--- config.mk ---
export PLATFORM = sky130hd
export DESIGN_NAME = fft8_frame_ctrl
export DESIGN_NICKNAME = d
export VERILOG_FILES = /design/src/rtl/fft8_pkg.sv /design/src/rtl/fft8_out_cond.sv /design/src/rtl/fft8_frame_ctrl.sv
export SDC_FILE = /design/constraint.sdc
export NUM_CORES = 1
export LEC_CHECK = 0
export CAP_MARGIN = 20
export CELL_PAD_IN_SITES_DETAIL_PLACEMENT = 1
export CELL_PAD_IN_SITES_GLOBAL_PLACEMENT = 1
export CORE_UTILIZATION = 30
export CTS_BUF_LIST = sky130_fd_sc_hd__clkbuf_4 sky130_fd_sc_hd__clkbuf_8
export DETAILED_ROUTE_END_ITERATION = 7
export GPL_TIMING_DRIVEN = 0
export PLACE_DENSITY_LB_ADDON = 0.1
export SKIP_CTS_REPAIR_TIMING = 1
export SYNTH_ARGS = -nofsm -noshare
export SYNTH_HDL_FRONTEND = slang
export SYNTH_SLANG_ARGS = --single-unit
export TNS_END_PERCENT = 5
--- constraint.sdc ---
create_clock -name clk -period 22.4 [get_ports clk]
set_input_delay 3.36 -clock clk [delete_from_list [all_inputs] [get_ports clk]]
set_output_delay 3.36 -clock clk [all_outputs]
set_load 0.03 [all_outputs]
--- src/rtl/fft8_pkg.sv ---
`default_nettype none
// +-------------------------------------------------------------------------+
// | fft8_pkg: shared widths, FSM encodings and helpers for the 8-pt FFT     |
// | frame controller.                                    Revision: 1.0      |
// +-------------------------------------------------------------------------+
package fft8_pkg;

  localparam int DW = 16;
  localparam int N  = 8;

  typedef enum logic {
    IN_FILL = 1'b0,
    IN_FULL = 1'b1
  } in_state_t;

  typedef enum logic [1:0] {
    CMP_IDLE  = 2'd0,
    CMP_FIRE  = 2'd1,
    CMP_WAIT  = 2'd2,
    CMP_DRAIN = 2'd3
  } cmp_state_t;

  function automatic logic [2:0] bitrev3(input logic [2:0] k);
    return {k[0], k[1], k[2]};
  endfunction

  // Negation that maps the most negative code onto the most positive one.
  function automatic logic [DW-1:0] sat_neg(input logic [DW-1:0] v);
    if (v == {1'b1, {(DW-1){1'b0}}})
      return {1'b0, {(DW-1){1'b1}}};
    return -v;
  endfunction

endpackage
`default_nettype wire

--- src/rtl/fft8_out_cond.sv ---
`default_nettype none
// +-------------------------------------------------------------------------+
// | fft8_out_cond: per-sample output conditioning (IFFT conjugate, 1/8      |
// | scale with rounding, saturation).                    Revision: 1.0      |
// +-------------------------------------------------------------------------+
module fft8_out_cond #(
  parameter int DW = 16
) (
  input  logic          mode,
  input  logic [DW-1:0] y_re,
  input  logic [DW-1:0] y_im,
  output logic [DW-1:0] c_re,
  output logic [DW-1:0] c_im
);

  localparam logic signed [DW:0] RND = 4;

  logic signed [DW:0] re_wide;
  logic signed [DW:0] im_wide;

  function automatic logic [DW-1:0] sat(input logic signed [DW:0] v);
    if (v[DW] != v[DW-1])
      return v[DW] ? {1'b1, {(DW-1){1'b0}}} : {1'b0, {(DW-1){1'b1}}};
    return v[DW-1:0];
  endfunction

  always_comb begin
    re_wide = ($signed({y_re[DW-1], y_re}) + RND) >>> 3;
    im_wide = -(($signed({y_im[DW-1], y_im}) + RND) >>> 3);
    c_re    = mode ? sat(re_wide) : y_re;
    c_im    = mode ? sat(im_wide) : y_im;
  end

endmodule
`default_nettype wire

--- src/rtl/fft8_frame_ctrl.sv ---
`default_nettype none
// +-------------------------------------------------------------------------+
// | fft8_frame_ctrl: serial-to-parallel frame sequencer around the 3-stage  |
// | 8-pt butterfly datapath, with IFFT via conjugation.  Revision: 1.0      |
// +-------------------------------------------------------------------------+
module fft8_frame_ctrl
  import fft8_pkg::*;
#(
  parameter int DW         = 16,
  parameter int PIPE_LAT   = 3,
  parameter bit OUT_BITREV = 1'b1
) (
  input  logic          clk,
  input  logic          reset,
  input  logic          in_valid,
  output logic          in_ready,
  input  logic [DW-1:0] in_re,
  input  logic [DW-1:0] in_im,
  input  logic          in_mode,
  output logic          out_valid,
  input  logic          out_ready,
  output logic [DW-1:0] out_re,
  output logic [DW-1:0] out_im,
  output logic          out_last,
  output logic          dp_en,
  output logic [N*DW-1:0] dp_x_re,
  output logic [N*DW-1:0] dp_x_im,
  input  logic [N*DW-1:0] dp_y_re,
  input  logic [N*DW-1:0] dp_y_im,
  output logic          busy
);

  localparam int LW = (PIPE_LAT > 1) ? $clog2(PIPE_LAT) : 1;

  in_state_t  in_st,  in_nx;
  cmp_state_t cmp_st, cmp_nx;

  logic [2:0]      ld_cnt;
  logic [2:0]      rd_cnt;
  logic [2:0]      rd_idx;
  logic [LW-1:0]   lat_cnt;
  logic            lat_done;
  logic            mode_in;
  logic            mode_cmp;
  logic            in_fire;
  logic            slot_mode;
  logic [DW-1:0]   cond_im;
  logic [N*DW-1:0] ibuf_re;
  logic [N*DW-1:0] ibuf_im;
  logic [N*DW-1:0] obuf_re;
  logic [N*DW-1:0] obuf_im;

  assign in_fire   = in_valid && in_ready;
  // Slot 0 decides the frame mode, so its own conditioning must use the live pin.
  assign slot_mode = (ld_cnt == 3'd0) ? in_mode : mode_in;
  assign cond_im   = slot_mode ? sat_neg(in_im) : in_im;
  assign lat_done  = (lat_cnt == LW'(PIPE_LAT - 1));

  always_ff @(posedge clk or posedge reset) begin
    if (reset) begin
      in_st  <= IN_FILL;
      cmp_st <= CMP_IDLE;
    end else begin
      in_st  <= in_nx;
      cmp_st <= cmp_nx;
    end
  end

  always_comb begin
    in_nx    = in_st;
    in_ready = 1'b0;
    case (in_st)
      IN_FILL: begin
        in_ready = 1'b1;
        if (in_valid && ld_cnt == 3'd7) in_nx = IN_FULL;
      end
      IN_FULL: if (dp_en) in_nx = IN_FILL;
      default: in_nx = IN_FILL;
    endcase
  end

  always_comb begin
    cmp_nx    = cmp_st;
    dp_en     = 1'b0;
    out_valid = 1'b0;
    case (cmp_st)
      CMP_IDLE: if (in_st == IN_FULL) cmp_nx = CMP_FIRE;
      CMP_FIRE: begin
        dp_en  = 1'b1;
        cmp_nx = CMP_WAIT;
      end
      CMP_WAIT: if (lat_done) cmp_nx = CMP_DRAIN;
      CMP_DRAIN: begin
        out_valid = 1'b1;
        if (out_ready && rd_cnt == 3'd7)
          cmp_nx = (in_st == IN_FULL) ? CMP_FIRE : CMP_IDLE;
      end
      default: cmp_nx = CMP_IDLE;
    endcase
  end

  always_ff @(posedge clk or posedge reset) begin
    if (reset) begin
      ld_cnt  <= 3'd0;
      mode_in <= 1'b0;
      ibuf_re <= '0;
      ibuf_im <= '0;
    end else if (in_fire) begin
      ibuf_re[ld_cnt*DW +: DW] <= in_re;
      ibuf_im[ld_cnt*DW +: DW] <= cond_im;
      ld_cnt                   <= ld_cnt + 3'd1;
      if (ld_cnt == 3'd0) mode_in <= in_mode;
    end
  end

  always_ff @(posedge clk or posedge reset) begin
    if (reset) begin
      lat_cnt  <= '0;
      rd_cnt   <= 3'd0;
      mode_cmp <= 1'b0;
      obuf_re  <= '0;
      obuf_im  <= '0;
    end else begin
      if (cmp_st == CMP_FIRE) begin
        mode_cmp <= mode_in;
        lat_cnt  <= '0;
      end
      if (cmp_st == CMP_WAIT) begin
        lat_cnt <= lat_cnt + 1'b1;
        if (lat_done) begin
          obuf_re <= dp_y_re;
          obuf_im <= dp_y_im;
        end
      end
      if (out_valid && out_ready) rd_cnt <= rd_cnt + 3'd1;
    end
  end

  assign dp_x_re  = ibuf_re;
  assign dp_x_im  = ibuf_im;
  assign rd_idx   = OUT_BITREV ? bitrev3(rd_cnt) : rd_cnt;
  assign out_last = out_valid && (rd_cnt == 3'd7);
  assign busy     = (in_st == IN_FULL) || (ld_cnt != 3'd0) || (cmp_st != CMP_IDLE);

  fft8_out_cond #(.DW(DW)) u_cond (
    .mode (mode_cmp),
    .y_re (obuf_re[rd_idx*DW +: DW]),
    .y_im (obuf_im[rd_idx*DW +: DW]),
    .c_re (out_re),
    .c_im (out_im)
  );

endmodule
`default_nettype wire

Word-level counts from Yosys, hierarchy flattened

Cells that the tools add are included.

Reduce and logical (&&, ||, !) cells: 14
Multiplexer cells: 26
Bitwise logic cells: 1
Shift-type cells: 5
Eq/ne operators: 11
Add/sub/neg operators: 8

Operators by type and width:

| operator                                                | count |
|---|---|
| bitwise mux 128 bit                                     | 2 |
| variable part select 128 x 8 -> 16 bit                  | 2 |
| variable part select 16 x 34 -> 128 bit                 | 2 |
| two-way mux 16 bit                                      | 8 |
| variable shift 16 x 34 -> 128 bit, first input constant | 1 |
| adder 16 x 4 -> 17 bit, second input constant           | 2 |
| negation 7 -> 34 bit                                    | 1 |
| negation 14 -> 17 bit                                   | 1 |
| == test 16 bit, second input constant                   | 1 |
| negation 16 bit                                         | 1 |
| two-way mux 2 bit                                       | 5 |
| two-way mux 1 bit                                       | 9 |
| case mux 2 bit (4 select lines)                         | 1 |
| adder 3 x 1 -> 3 bit, second input constant             | 2 |
| == test 2 bit, second input constant                    | 3 |
| == test 3 bit, second input constant                    | 2 |
| inequality test 2 bit, second input constant            | 3 |
| logical AND 1 bit                                       | 5 |
| nonzero test 2 bit                                      | 2 |
| zero test 3 bit                                         | 1 |
| AND reduction 3 bit                                     | 1 |
| nonzero test 3 bit                                      | 1 |
| adder 2 x 1 -> 2 bit, second input constant             | 1 |
| == test 2 x 1 -> 1 bit, second input constant           | 1 |
| 6 further kinds                                         | 7 |

Register bits after elaboration: 525
Output and inout bits: 293

Depth between registers and ports, before layout

Depth after elaboration: 7
Gate-level depth with buffers: 15

Cells and area by module

A second synthesis with hierarchy kept.

Cells, all modules: 1887
Area total of the unflattened synthesis: 23433.7 µm²

By module, submodules not included:

| module          | instances | area an instance (µm²) | cells each |
|---|---|---|---|
| fft8_frame_ctrl | 1         | 21928.5                | 1657 |
| fft8_out_cond   | 1         | 1505.2                 | 230 |

Worst setup path before layout

Ideal clock, no wire load.

Path type: register -> output
Start point: register rd_cnt[2]
End point: output out_im[8]
Data required time: 19.040 ns
Setup slack: 15.330 ns
Arrival time: 3.710 ns
Stages on the path, launching flop included: 15
Cells stage by stage: dfrtp_1 buf_6 buf_12 mux4_1 mux2i_2 inv_2 ha_1 inv_1 xnor2_1 ha_1 inv_1 a221oi_2 buf_2 o221ai_1 o32ai_1

Longest elaborated chain between the ends: 7
Elaborated cells between the ends (all ways): 9

RTL lines:

| item                                                        | line                                     | source |
|---|---|---|
| start: declaration                                          | fft8_frame_ctrl.sv:39                    | `logic [2:0] rd_cnt;` |
| start signal: assignment                                    | fft8_frame_ctrl.sv:135                   | `if (out_valid && out_ready) rd_cnt <= rd_cnt + 3'd1;` |
| variable part select 128 x 8 -> 16 bit (*)                  | fft8_frame_ctrl.sv:148                   | `.y_im (obuf_im[rd_idx*DW +: DW]),` |
| adder 16 x 4 -> 17 bit                                      | fft8_out_cond.sv:29                      | `im_wide = -(($signed({y_im[DW-1], y_im}) + RND) >>> 3);` |
| negation 14 -> 17 bit                                       | fft8_out_cond.sv:29                      |  |
| two-way mux 16 bit or inequality test 1 bit (tied branches) | fft8_out_cond.sv:23, fft8_out_cond.sv:22 |  |
| two-way mux 16 bit or two-way mux 1 bit (tied branches)     | fft8_out_cond.sv:22                      | `if (v[DW] != v[DW-1])` |
| two-way mux 16 bit                                          | fft8_out_cond.sv:24                      | `return v[DW-1:0];` |
| two-way mux 16 bit (*)                                      | fft8_out_cond.sv:31                      | `c_im = mode ? sat(im_wide) : y_im;` |
| end: declaration                                            | fft8_frame_ctrl.sv:23                    | `output logic [DW-1:0] out_im,` |

Mark *: on every way between the ends. The rest lies on a longest branch, timed or not. The select of a mux whose other input is x is not followed.

Final worst setup path

Start point: register rd_cnt[1]
End point: output out_re[13]

Longest elaborated chain between the ends: 3

RTL lines:

| item                                       | line                   | source |
|---|---|---|
| variable part select 128 x 8 -> 16 bit (*) | fft8_frame_ctrl.sv:147 | `.y_re (obuf_re[rd_idx*DW +: DW]),` |
| adder 16 x 4 -> 17 bit                     | fft8_out_cond.sv:28    | `re_wide = ($signed({y_re[DW-1], y_re}) + RND) >>> 3;` |
| two-way mux 16 bit (*)                     | fft8_out_cond.sv:30    | `c_re = mode ? sat(re_wide) : y_re;` |
| end: declaration                           | fft8_frame_ctrl.sv:22  | `output logic [DW-1:0] out_re,` |

Mark *: on every way between the ends. The rest lies on a longest branch, timed or not.

==> reports/qor.csv <==
metric;value;unit
outcome;finished, final reports clean;
total_power;0.00547;W
tritoncts;built;
yosys.cell_types.count;70;
grt_max_degree;115;
start_kind;flop;
fmax;110;MHz
clkLatencyLatePin;0.70;ns
gr-usage-met1;0.275;
max-cap-violations;0;
synth_top_area_cell;dfrtp_1;
layout-drive-gt1-share;0.210;
die-area;0.0795;mm2
clk_path_buf_depth;3;
ys_seq_area_frac;0.559;
antenna_found_initial;25;
area_growth;40.5;%
die_x;282;um
yosys-top-cells-area;dfrtp_1 56%, mux2_2 14%, nand2_1 5.8%, mux4_2 4.1%, o21ai_0 3.5%;
routabilityCongestion;0.869;
yosys_warnings;0;
grt_pass1_wl;139000;um
cp.required;19.04;ns
drt-initial-drc-count;765;
critPathArrivalTime;5.73;ns
finalHoldViolCount;0;
syn_area_per_cell;12.2;um2
rsz0062_at_grt;no;
worstMarginPinSlew;1.12;ns
pre_cts_slack;13.89;ns
syn_area;0.0235;mm2
critPathKind;reg2out;
synth-edff-count;0;
met3_usage;0.0800;
gr-total-overflow;0;
core-area;0.0775;mm2
met2_usage;0.415;
synth_commonest_cells;525 x dfrtp_1, 365 x nand2_1, 291 x mux2_2, 165 x o21ai_0, 99 x clkbuf_1;
io_pins;586;
relSlewSlack;0.254;
hp-class;reg2reg;
rows;102;
p_per_area;165;mW/mm2
dpl.hpwl;71000;um
cts_buffers;98;
yosysMostFrequentCell;dfrtp_1;
cts_root_buf;clkbuf_8;
place_area;0.0309;mm2
critPathMaxFanout;10;
ys_async_sr_fraction;1.00;
clock_sinks;525;
leakagePower;13.7;nW
syn-num-nets;2238;
period_share;0.406;
netlist.area_leader.share;0.559;
grt_pass1_vias;20594;
post_drt_wl_per_cell;25.3;um
ys_ff_latch;525;
synth_flop_cell;dfrtp_1;
dr.pass1.iters;4;
gr-usage-all-layers;0.239;
top_usage_layer;met2;
wl;94800;um
route.antenna.remaining_nets;0;
die_h;282;um
fin_ws;13.31;ns
syn_inst;1926;
port_buffers;585;
period_minus_slack;9.09;ns
drcViolationCount;0;
irDropWorstVdd;0.0000695;V
final_area;0.0330;mm2
path_clk_slew;0.06;ns
finalSetupViolCount;0;
initial_core_util;0.303;
nNetsFinal;2937;
nFillCells;8303;
h-tree-depth;3;
via_count;18502;
clock_skew;0.0480;ns
cp-end-kind;output pin;
drv_slew;0;
post_drt_via_cell_ratio;4.93;
[cells by family (layout without fill, tap and decap cells)]
| family | Yosys count | in the layout | synth area share |
|---|---|---|---|
| XOR/XNOR | 24 | 24 | 0.00894 |
| multiplexers | 385 | 385 | 0.217 |
| AO/OA/AOI/OAI | 334 | 334 | 0.0873 |
| buffers and inverters | 142 | 915 | 0.0269 |
| flip-flops | 525 | 525 | 0.559 |
| adder cells (fa/ha/maj) | 19 | 19 | 0.0101 |
| other | 0 | 12 | 0 |
| AND/OR/NAND/NOR | 497 | 497 | 0.0914 |
[power breakdown]
group | switching (W) | internal (W) | total (W)
Combinational | 0.00171 | 0.00119 | 0.00290
Clock | 0.000431 | 0.000571 | 0.00100
Sequential | 0.000218 | 0.00134 | 0.00156
[placed cells by master (no fill, tap or decap), drive strengths merged, types with 8 or more instances in the layout]
cell type      Yosys  layout
clkdlybuf4s50      0     585
dfrtp            525     525
nand2            365     365
mux2             291     291
clkbuf            99     254
o21ai            166     166
o31ai             82      82
mux4              62      62
nor2              38      38
buf               23      37
a21oi             32      32
mux2i             32      32
inv               20      23
ha                19      19
xnor2             17      17
nor3              17      17
nand3             17      17
nand2b            13      13
o22ai             13      13
diode              0      12
clkinv             0      11
a22oi              8       8
[critical path, stage by stage, from the launching register on]
cell and delay [ns]:
dfrtp_1 0.53, buf_4 0.26, buf_4 0.28, clkbuf_1 0.83
buf_2 0.47, mux4_2 0.37, mux2_2 0.33, ha_1 0.26
nand4_1 0.15, nor2_1 0.08, nand3_1 0.16, nor2b_1 0.08
or3_1 0.37, o21ai_0 0.11, clkdlybuf4s50_1 0.76
[through the flow]
| step | util | std cells | TNS (ns) | hold WS, ns |
|---|---|---|---|---|
| floorplan | - | 1926 | 0 | 0.470 |
| global placement | 0.396 | 3551 | -1216.51 | 0.454 |
| detailed placement | 0.399 | 3563 | 0 | 0.459 |
| CTS | 0.426 | 3737 | 0 | 0.472 |
| global route | 0.426 | 3749 | 0 | 0.490 |
| finish | 0.427 | 3751 | 0 | 0.467 |
[state kept, by name (all words and copies together) (netlist names)]
signal    count
rd_cnt        3
dp_x_im     128
mode_cmp      1
ld_cnt        3
dp_x_re     128
obuf_re     128
cmp_st        2
in_st         1
obuf_im     128
lat_cnt       2
mode_in       1
[worst paths after layout]
kind / from / to / slack, ns / cells past startpoint
worst max-delay path: rd_cnt[1]$_DFFE_PP0P_ / out_re[13] / 13.31 / 14
worst max register to register: ld_cnt[0]$_DFFE_PP0P_ / dp_x_im[26]$_DFFE_PP0P_ / 18.61 / 9
worst min-delay path: dp_x_re[14]$_DFFE_PP0P_ / dp_x_re[14]$_DFFE_PP0P_ / 0.47 / 2
max in group asynchronous: reset / dp_x_re[125]$_DFFE_PP0P_ / 17.44 / 5
worst min register to register: dp_x_re[14]$_DFFE_PP0P_ / dp_x_re[14]$_DFFE_PP0P_ / 0.47 / 2
min in group asynchronous: reset / obuf_re[124]$_DFFE_PP0P_ / 3.12 / 2
[layout make-up]
| type | instances | area, um2 | area share |
|---|---|---|---|
| Multi-Input combinational cell | 1259 | 9740 | 0.295 |
| Tap cell | 1040 | 1300 | 0.0394 |
| Buffer | 122 | 558 | 0.0169 |
| Clock inverter | 19 | 185 | 0.00560 |
| Antenna cell | 12 | 30.0 | 0.000909 |
| Sequential cell | 525 | 13100 | 0.398 |
| Inverter | 20 | 82.6 | 0.00250 |
| Clock buffer | 155 | 1930 | 0.0585 |
| Timing Repair Buffer | 599 | 6070 | 0.184 |
[routing by layer]
metal / routed length, um / up-vias / share of wire
met2: 48300 / 480 / 0.51
met4: 2020 / 24 / 0.021
met1: 37100 / 9554 / 0.39
li1: - / 8300 / -
met5: 150 / - / 0.0016
met3: 7170 / 144 / 0.076
Note: power is estimated with default switching activity, not from simulation.
